## src/rtl/uart_tx.sv

```systemverilog
// Byte-wide 8N1 UART transmitter, LSB first, fixed baud from CLOCKS_PER_BAUD.
// Define UART_TX_PARITY_EN to insert an even-parity bit between data bit 7 and stop.
module uart_tx #(
  parameter int CLOCKS_PER_BAUD = 868
) (
  input  logic       i_clk,
  input  logic       i_rst_n,
  input  logic       i_wr,
  input  logic [7:0] i_data,
  output logic       o_busy,
  output logic       o_uart,
  output logic [2:0] dbg_state
);

  localparam logic [2:0] IDLE   = 3'd0;
  localparam logic [2:0] START  = 3'd1;
  localparam logic [2:0] DATA   = 3'd2;
`ifdef UART_TX_PARITY_EN
  localparam logic [2:0] PARITY = 3'd3;
`endif
  localparam logic [2:0] STOP   = 3'd4;

  localparam logic [23:0] RELOAD = 24'(CLOCKS_PER_BAUD - 1);

  logic [2:0]  state;
  logic [23:0] baud_cnt;
  logic [2:0]  bit_idx;
  logic [7:0]  shift_q;
`ifdef UART_TX_PARITY_EN
  logic        parity_q;
`endif

  assign dbg_state = state;

  // Handshake: a byte is accepted when i_wr is high at a rising edge while
  // o_busy (registered) is low; i_wr during busy is dropped, nothing queued.
  always_ff @(posedge i_clk or negedge i_rst_n) begin
    if (!i_rst_n) begin
      state    <= IDLE;
      baud_cnt <= 24'd0;
      bit_idx  <= 3'd0;
      shift_q  <= 8'd0;
      o_uart   <= 1'b1;
      o_busy   <= 1'b0;
`ifdef UART_TX_PARITY_EN
      parity_q <= 1'b0;
`endif
    end else begin
      case (state)
        IDLE: begin
          if (i_wr) begin
            shift_q  <= i_data;
            baud_cnt <= RELOAD;
            state    <= START;
            o_uart   <= 1'b0;
            o_busy   <= 1'b1;
`ifdef UART_TX_PARITY_EN
            parity_q <= ^i_data;
`endif
          end
        end
        START: begin
          if (baud_cnt == 24'd0) begin
            baud_cnt <= RELOAD;
            bit_idx  <= 3'd0;
            state    <= DATA;
            o_uart   <= shift_q[0];
          end else begin
            baud_cnt <= baud_cnt - 24'd1;
          end
        end
        DATA: begin
          if (baud_cnt == 24'd0) begin
            baud_cnt <= RELOAD;
            shift_q  <= shift_q >> 1;
            bit_idx  <= bit_idx + 3'd1;
            if (bit_idx == 3'd7) begin
`ifdef UART_TX_PARITY_EN
              state  <= PARITY;
              o_uart <= parity_q;
`else
              state  <= STOP;
              o_uart <= 1'b1;
`endif
            end else begin
              // Output the next bit now so the line changes on the advance edge.
              o_uart <= shift_q[1];
            end
          end else begin
            baud_cnt <= baud_cnt - 24'd1;
          end
        end
`ifdef UART_TX_PARITY_EN
        PARITY: begin
          if (baud_cnt == 24'd0) begin
            baud_cnt <= RELOAD;
            state    <= STOP;
            o_uart   <= 1'b1;
          end else begin
            baud_cnt <= baud_cnt - 24'd1;
          end
        end
`endif
        STOP: begin
          if (baud_cnt == 24'd0) begin
            baud_cnt <= RELOAD;
            state    <= IDLE;
            o_uart   <= 1'b1;
            o_busy   <= 1'b0;
          end else begin
            baud_cnt <= baud_cnt - 24'd1;
          end
        end
        default: begin
          state  <= IDLE;
          o_uart <= 1'b1;
          o_busy <= 1'b0;
        end
      endcase
    end
  end

endmodule
```

## config.mk

```make
export PLATFORM = sky130hd
export DESIGN_NAME = uart_tx
export DESIGN_NICKNAME = d
export VERILOG_FILES = /design/src/rtl/uart_tx.sv
export SDC_FILE = /design/constraint.sdc
export NUM_CORES = 1
export LEC_CHECK = 0
export CAP_MARGIN = 20
export CORE_MARGIN = 2
export CORE_UTILIZATION = 53
export DETAILED_ROUTE_END_ITERATION = 10
export MAX_ROUTING_LAYER = met4
export PLACE_DENSITY_LB_ADDON = 0.2
export SYNTH_ARGS = -nofsm -noshare
export SYNTH_HDL_FRONTEND = slang
export SYNTH_SLANG_ARGS = --single-unit
```

## constraint.sdc

```tcl
create_clock -name i_clk -period 2.2 [get_ports i_clk]
set_input_delay 0.22 -clock i_clk [delete_from_list [all_inputs] [get_ports i_clk]]
set_output_delay 0.22 -clock i_clk [all_outputs]
set_load 0.02 [all_outputs]
```

Word level (Yosys, flattened, before mapping)
Index checks and enable logic that the tools add are counted.
{"block": "classes", "bitwise": 1, "addsub": 2, "eq_ne": 9, "mux": 23, "reduce_logical": 13}
{"cell": "2-to-1 mux 24 bit", "count": 2}
{"cell": "one-hot mux 24 bit (2 select lines)", "count": 1}
{"cell": "logical NOT 24 bit", "count": 1}
{"cell": "subtractor 24 x 1 -> 24 bit (second input constant)", "count": 1}
{"cell": "2-to-1 mux 3 bit", "count": 6}
{"cell": "2-to-1 mux 8 bit", "count": 2}
{"cell": "one-hot mux 8 bit (2 select lines)", "count": 1}
{"cell": "one-hot mux 3 bit (4 select lines)", "count": 1}
{"cell": "inequality test 2 bit (second input constant)", "count": 5}
{"cell": "AND reduction 3 bit", "count": 3}
{"cell": "2-to-1 mux 1 bit", "count": 7}
{"cell": "equality test 3 bit (second input constant)", "count": 2}
{"cell": "one-hot mux 3 bit (2 select lines)", "count": 1}
{"cell": "nonzero test 2 bit", "count": 3}
{"cell": "AND reduction 5 bit", "count": 1}
{"cell": "one-hot mux 1 bit (4 select lines)", "count": 1}
{"cell": "AND reduction 4 bit", "count": 1}
{"cell": "adder 3 x 1 -> 3 bit (second input constant)", "count": 1}
{"cell": "equality test 3 x 1 -> 1 bit (second input constant)", "count": 1}
{"cell": "equality test 3 x 2 -> 1 bit (second input constant)", "count": 1}
{"cell": "logical NOT 3 bit", "count": 1}
{"cell": "one-hot mux 1 bit (3 select lines)", "count": 1}
{"cell": "OR reduction 3 bit", "count": 1}
{"cell": "AND reduction 2 bit", "count": 1}
{"cell": "2 further kinds", "count": 2}
{"block": "word_totals", "word_cells": 54, "output_inout_bits": 5, "inputBits": 11, "register_bits": 40}

Depth between registers and ports, before layout
{"block": "logic_depth", "depth_word": 4, "ltp_mapped": 9, "ltp_nobuf": 7}

Worst setup path after synthesis
Ideal clock, no wire load.
{"block": "synth_timing", "path_type": "reg2reg", "startpoint": "register baud_cnt[0]", "endpoint": "register baud_cnt[22]", "t_arrival_ps": 1915, "setup_ps": 119, "slack_ps": 166, "period_less_slack_ps": 2034, "required_time_ps": 2081, "path_buffers": 1, "path_stages_with_launch": 9, "cell_sequence": "dfrtp_1 -> inv_1 -> ha_1 -> or3b_4 -> or3_1 -> buf_6 -> nor4_4 -> xnor2_1 -> nor2_2"}
{"block": "synth_via", "elab_chain_len": 3, "word_cells_on_any_way": 4, "classes_between": "1 x add/sub; 2 x mux; 1 x reduce/logical"}
{"element": "from (decl)", "line": "26", "source": "logic [23:0] baud_cnt;"}
{"element": "from (signal assigned)", "line": "69", "source": "baud_cnt <= baud_cnt - 24'd1;"}
{"element": "from (signal assigned)", "line": "90", "source": "baud_cnt <= baud_cnt - 24'd1;"}
{"element": "from (signal assigned)", "line": "111", "source": "baud_cnt <= baud_cnt - 24'd1;"}
{"element": "subtractor 24 x 1 -> 24 bit or logical NOT 24 bit (tied branches)"}
{"element": "2-to-1 mux 24 bit *", "line": "63, 73, 105"}
{"element": "one-hot mux 24 bit (2 select lines) *", "line": "49", "source": "case (state)"}
Every way passes the cells marked *; elsewhere a longest branch is shown, timed or not.
A chain may end at the register's enable or synchronous reset.

Worst setup path after layout
Ends and elaborated chain as after synthesis.

==> flow_summary.yaml <==
run_status:
  status: "completed"
drt:
  wl_per_cell_um: 14.3
  drc: 0
  drt-pass1-iter-count: 4
  routed_via_density: 5.70
  drt-initial-drc-count: 154
  vias: 1760
  ant_nets: 0
  wl_um: 4430
floorplanning:
  die_area_um2: 4840
  io_pins: 16
  die_w_um: 69.6
  core-area_um2: 4060
  die_y_um: 69.6
  rows: 23
  initial_core_util_pct: 56.1
placed_design:
  dp_hpwl_um: 3200
  dp_cells: 301
  gp_congestion: 0.810
  port_buffers: 15
clocking:
  post-cts-setup-buffers: 0
  cts_tree: "done"
  cts.htree.levels: 2
  root_buffer: "clkbuf_8"
  clockBufferDepth: 2
  clkTransAtPathRegs_ns: 0.07
  clock-sinks: 40
  clock_latency_ns: 0.29
  cts_buffers: 5
finish:
  area_growth_pct: 16.0
  final_layout_size_suffix_gt1_share_pct: 18.9
  final_nets: 274
  fin_cells: 309
  final_util_pct: 65.1
  antenna_cells: 0
synthesis:
  synthCells: 232
  syn_area_um2: 2280
  synth_adder_area_share_pct: 2.20
  synth_compound_area_share_pct: 15.3
  avgSynthCellArea_um2: 9.82
  yosysSeqAreaShare_pct: 44.0
  synth-edff-count: 0
  synth.mux.area_fraction_pct: 0
  yosysUniqueCellTypes: 52
  synth_warnings: 0
  synth_top_family_by_area: "simple AND/OR/NAND/NOR gates"
  ys_ff_latch: 40
  synth_xor_area_share_pct: 5.77
  synth-simple-area-share_pct: 28.5
  async_flop_share_pct: 100
  syn_nets: 247
  synth-main-ff-cell: "dfrtp_1"
global_routing:
  grt_pass1_wl_um: 7830
  grt_pass1_vias: 1651
  track_usage_pct: 20.8
  grt-ovfl-total: 0
  antenna_found_initial: 0
  grt_start_max_net_pins: 19
critical_path:
  critPathMaxFanout: 8
  crit_type: "reg2reg"
  crit_required_ns: 2.37
  crit_arrival_ns: 2.24
  endpoint_kind: "register"
  critPathLaunchType: "register"
power_and_ir_drop:
  powerDensity_nw_per_um2: 709
  finalPower_uw: 1870
  ir_worst_vdd_uv: 487
  leakage_uw: 0.00115
sta:
  min_period_ns: 2.07
  rsz0062_at_grt: "no"
  fin_hold_ws_ns: 0.345
  setup_violations: 0
  hold_viol_final: 0
  max-slew-margin-rel_pct: 61.6
  worstMarginPinSlew_ns: 0.576
  max_freq_ghz: 0.483
  slew_viol_final: 0
  fin_crit_sh_pct: 94.1
  clock_skew_ns: 0.00424
worst_hold_path:
  hold_path.class: "in2async"
job:
  cap_viol_max_count: 0
## cell usage after synthesis, drive strengths merged, types with 3 or more instances
| master | instances | share of area, % |
|---|---|---|
| nor3 | 15 | 3.5 |
| a21oi | 10 | 2.2 |
| or3 | 4 | 1.1 |
| o21ai | 11 | 2.4 |
| and3 | 6 | 1.6 |
| clkbuf | 5 | 0.82 |
| nand2 | 8 | 1.3 |
| ha | 4 | 2.2 |
| nor2 | 32 | 5.5 |
| buf | 7 | 2.0 |
| xnor2 | 14 | 5.4 |
| nor4 | 10 | 6.1 |
| nand2b | 11 | 3.1 |
| inv | 8 | 1.3 |
| nand4 | 4 | 1.6 |
| o221a | 7 | 3.5 |
| a21o | 3 | 0.99 |
| nand3 | 4 | 0.88 |
| dfrtp | 39 | 43 |
## final cells by class
class	count	area (um^2)
Fill cell	325	1420
Multi-Input combinational cell	172	1190
Sequential cell	40	1000
Timing Repair Buffer	32	275
Clock buffer	6	72.6
Tap cell	50	62.6
Inverter	8	30.0
Clock inverter	1	5.00
## worst max-delay path, cell delays in order (launching register included)
cell	delay (ns)
dfrtp_1	0.38
inv_1	0.08
ha_1	0.17
or3b_4	0.40
or3_4	0.42
nor4_4	0.29
xnor2_1	0.17
nor2_2	0.04
## placed cells by master (no fill, tap or decap), types with 3 or more instances in the layout
master and count:
nor3_1 14, ha_1 4, clkdlybuf4s50_1 14, o21ai_1 3
buf_4 16, or3_1 3, dfrtp_1 39, a21oi_1 10
clkbuf_8 5, nand2b_1 10, o21ai_0 8, nor4_2 4
o221a_2 7, nor2_1 30, and3_1 6, nand2_1 8
xnor2_1 14, nor4_4 4, a21o_1 3, nand3_1 4
inv_1 8
## worst paths after layout
| path | cells after the start | slack (ns) | from | end |
|---|---|---|---|---|
| setup / recovery | 7 | 0.13 | baud_cnt[0] | baud_cnt[22] |
| hold / removal | 2 | 0.35 | i_rst_n | o_busy |
| setup reg to reg | 7 | 0.13 | baud_cnt[0] | baud_cnt[22] |
| hold reg to reg | 1 | 0.54 | bit_idx[2] | bit_idx[2] |
| max in group asynchronous | 3 | 1.32 | i_rst_n | baud_cnt[13] |
| min in group i_clk | 1 | 0.54 | bit_idx[2] | bit_idx[2] |
## kinds of logic after synthesis
| logic type | count (synthesis) |
|---|---|
| XOR/XNOR | 15 |
| adder cells (fa/ha/maj) | 4 |
| flip-flops | 40 |
| AND/OR/NAND/NOR | 105 |
| buffers and inverters | 20 |
| AO/OA/AOI/OAI | 48 |
## power breakdown
part           switching, uW  internal, uW  leakage, uW
Sequential               123           847     0.000497
Combinational            214           237     0.000610
Clock                    238           216    0.0000410
Total                    576          1300      0.00115
## metal layers
layer	routed length, um	global-route usage (%)
met5	0	-
met4	61	5.88
met3	104	4.36
met2	2000	30.3
met1	2260	29.5
## registers in the layout, summed over array words and instances, names as in the netlist
name	cells
bit_idx	3
o_uart	1
shift_q	8
baud_cnt	24
dbg_state	3
o_busy	1
## metrics by stage
step | instance area [um^2] | setup slack [ns] | TNS (ns)
2_1_floorplan | 2280 | 0.166 | 0
5_1_grt | 2640 | 0.0105 | 0
6_report | 2640 | 0.131 | 0
4_1_cts | 2630 | 0.0943 | 0
3_3_place_gp | 2540 | 0.0530 | 0
3_5_place_dp | 2540 | -0.0199 | -0.0199
## repair_timing
action                                 CTS  global route
cloned                                   0             0
setup endpoints to repair                1            13
gates resized for setup                  1             2
hold buffers                             1             0
endpoints found under the hold margin   10             0
No activity file was read; power rests on OpenSTA's default activity.
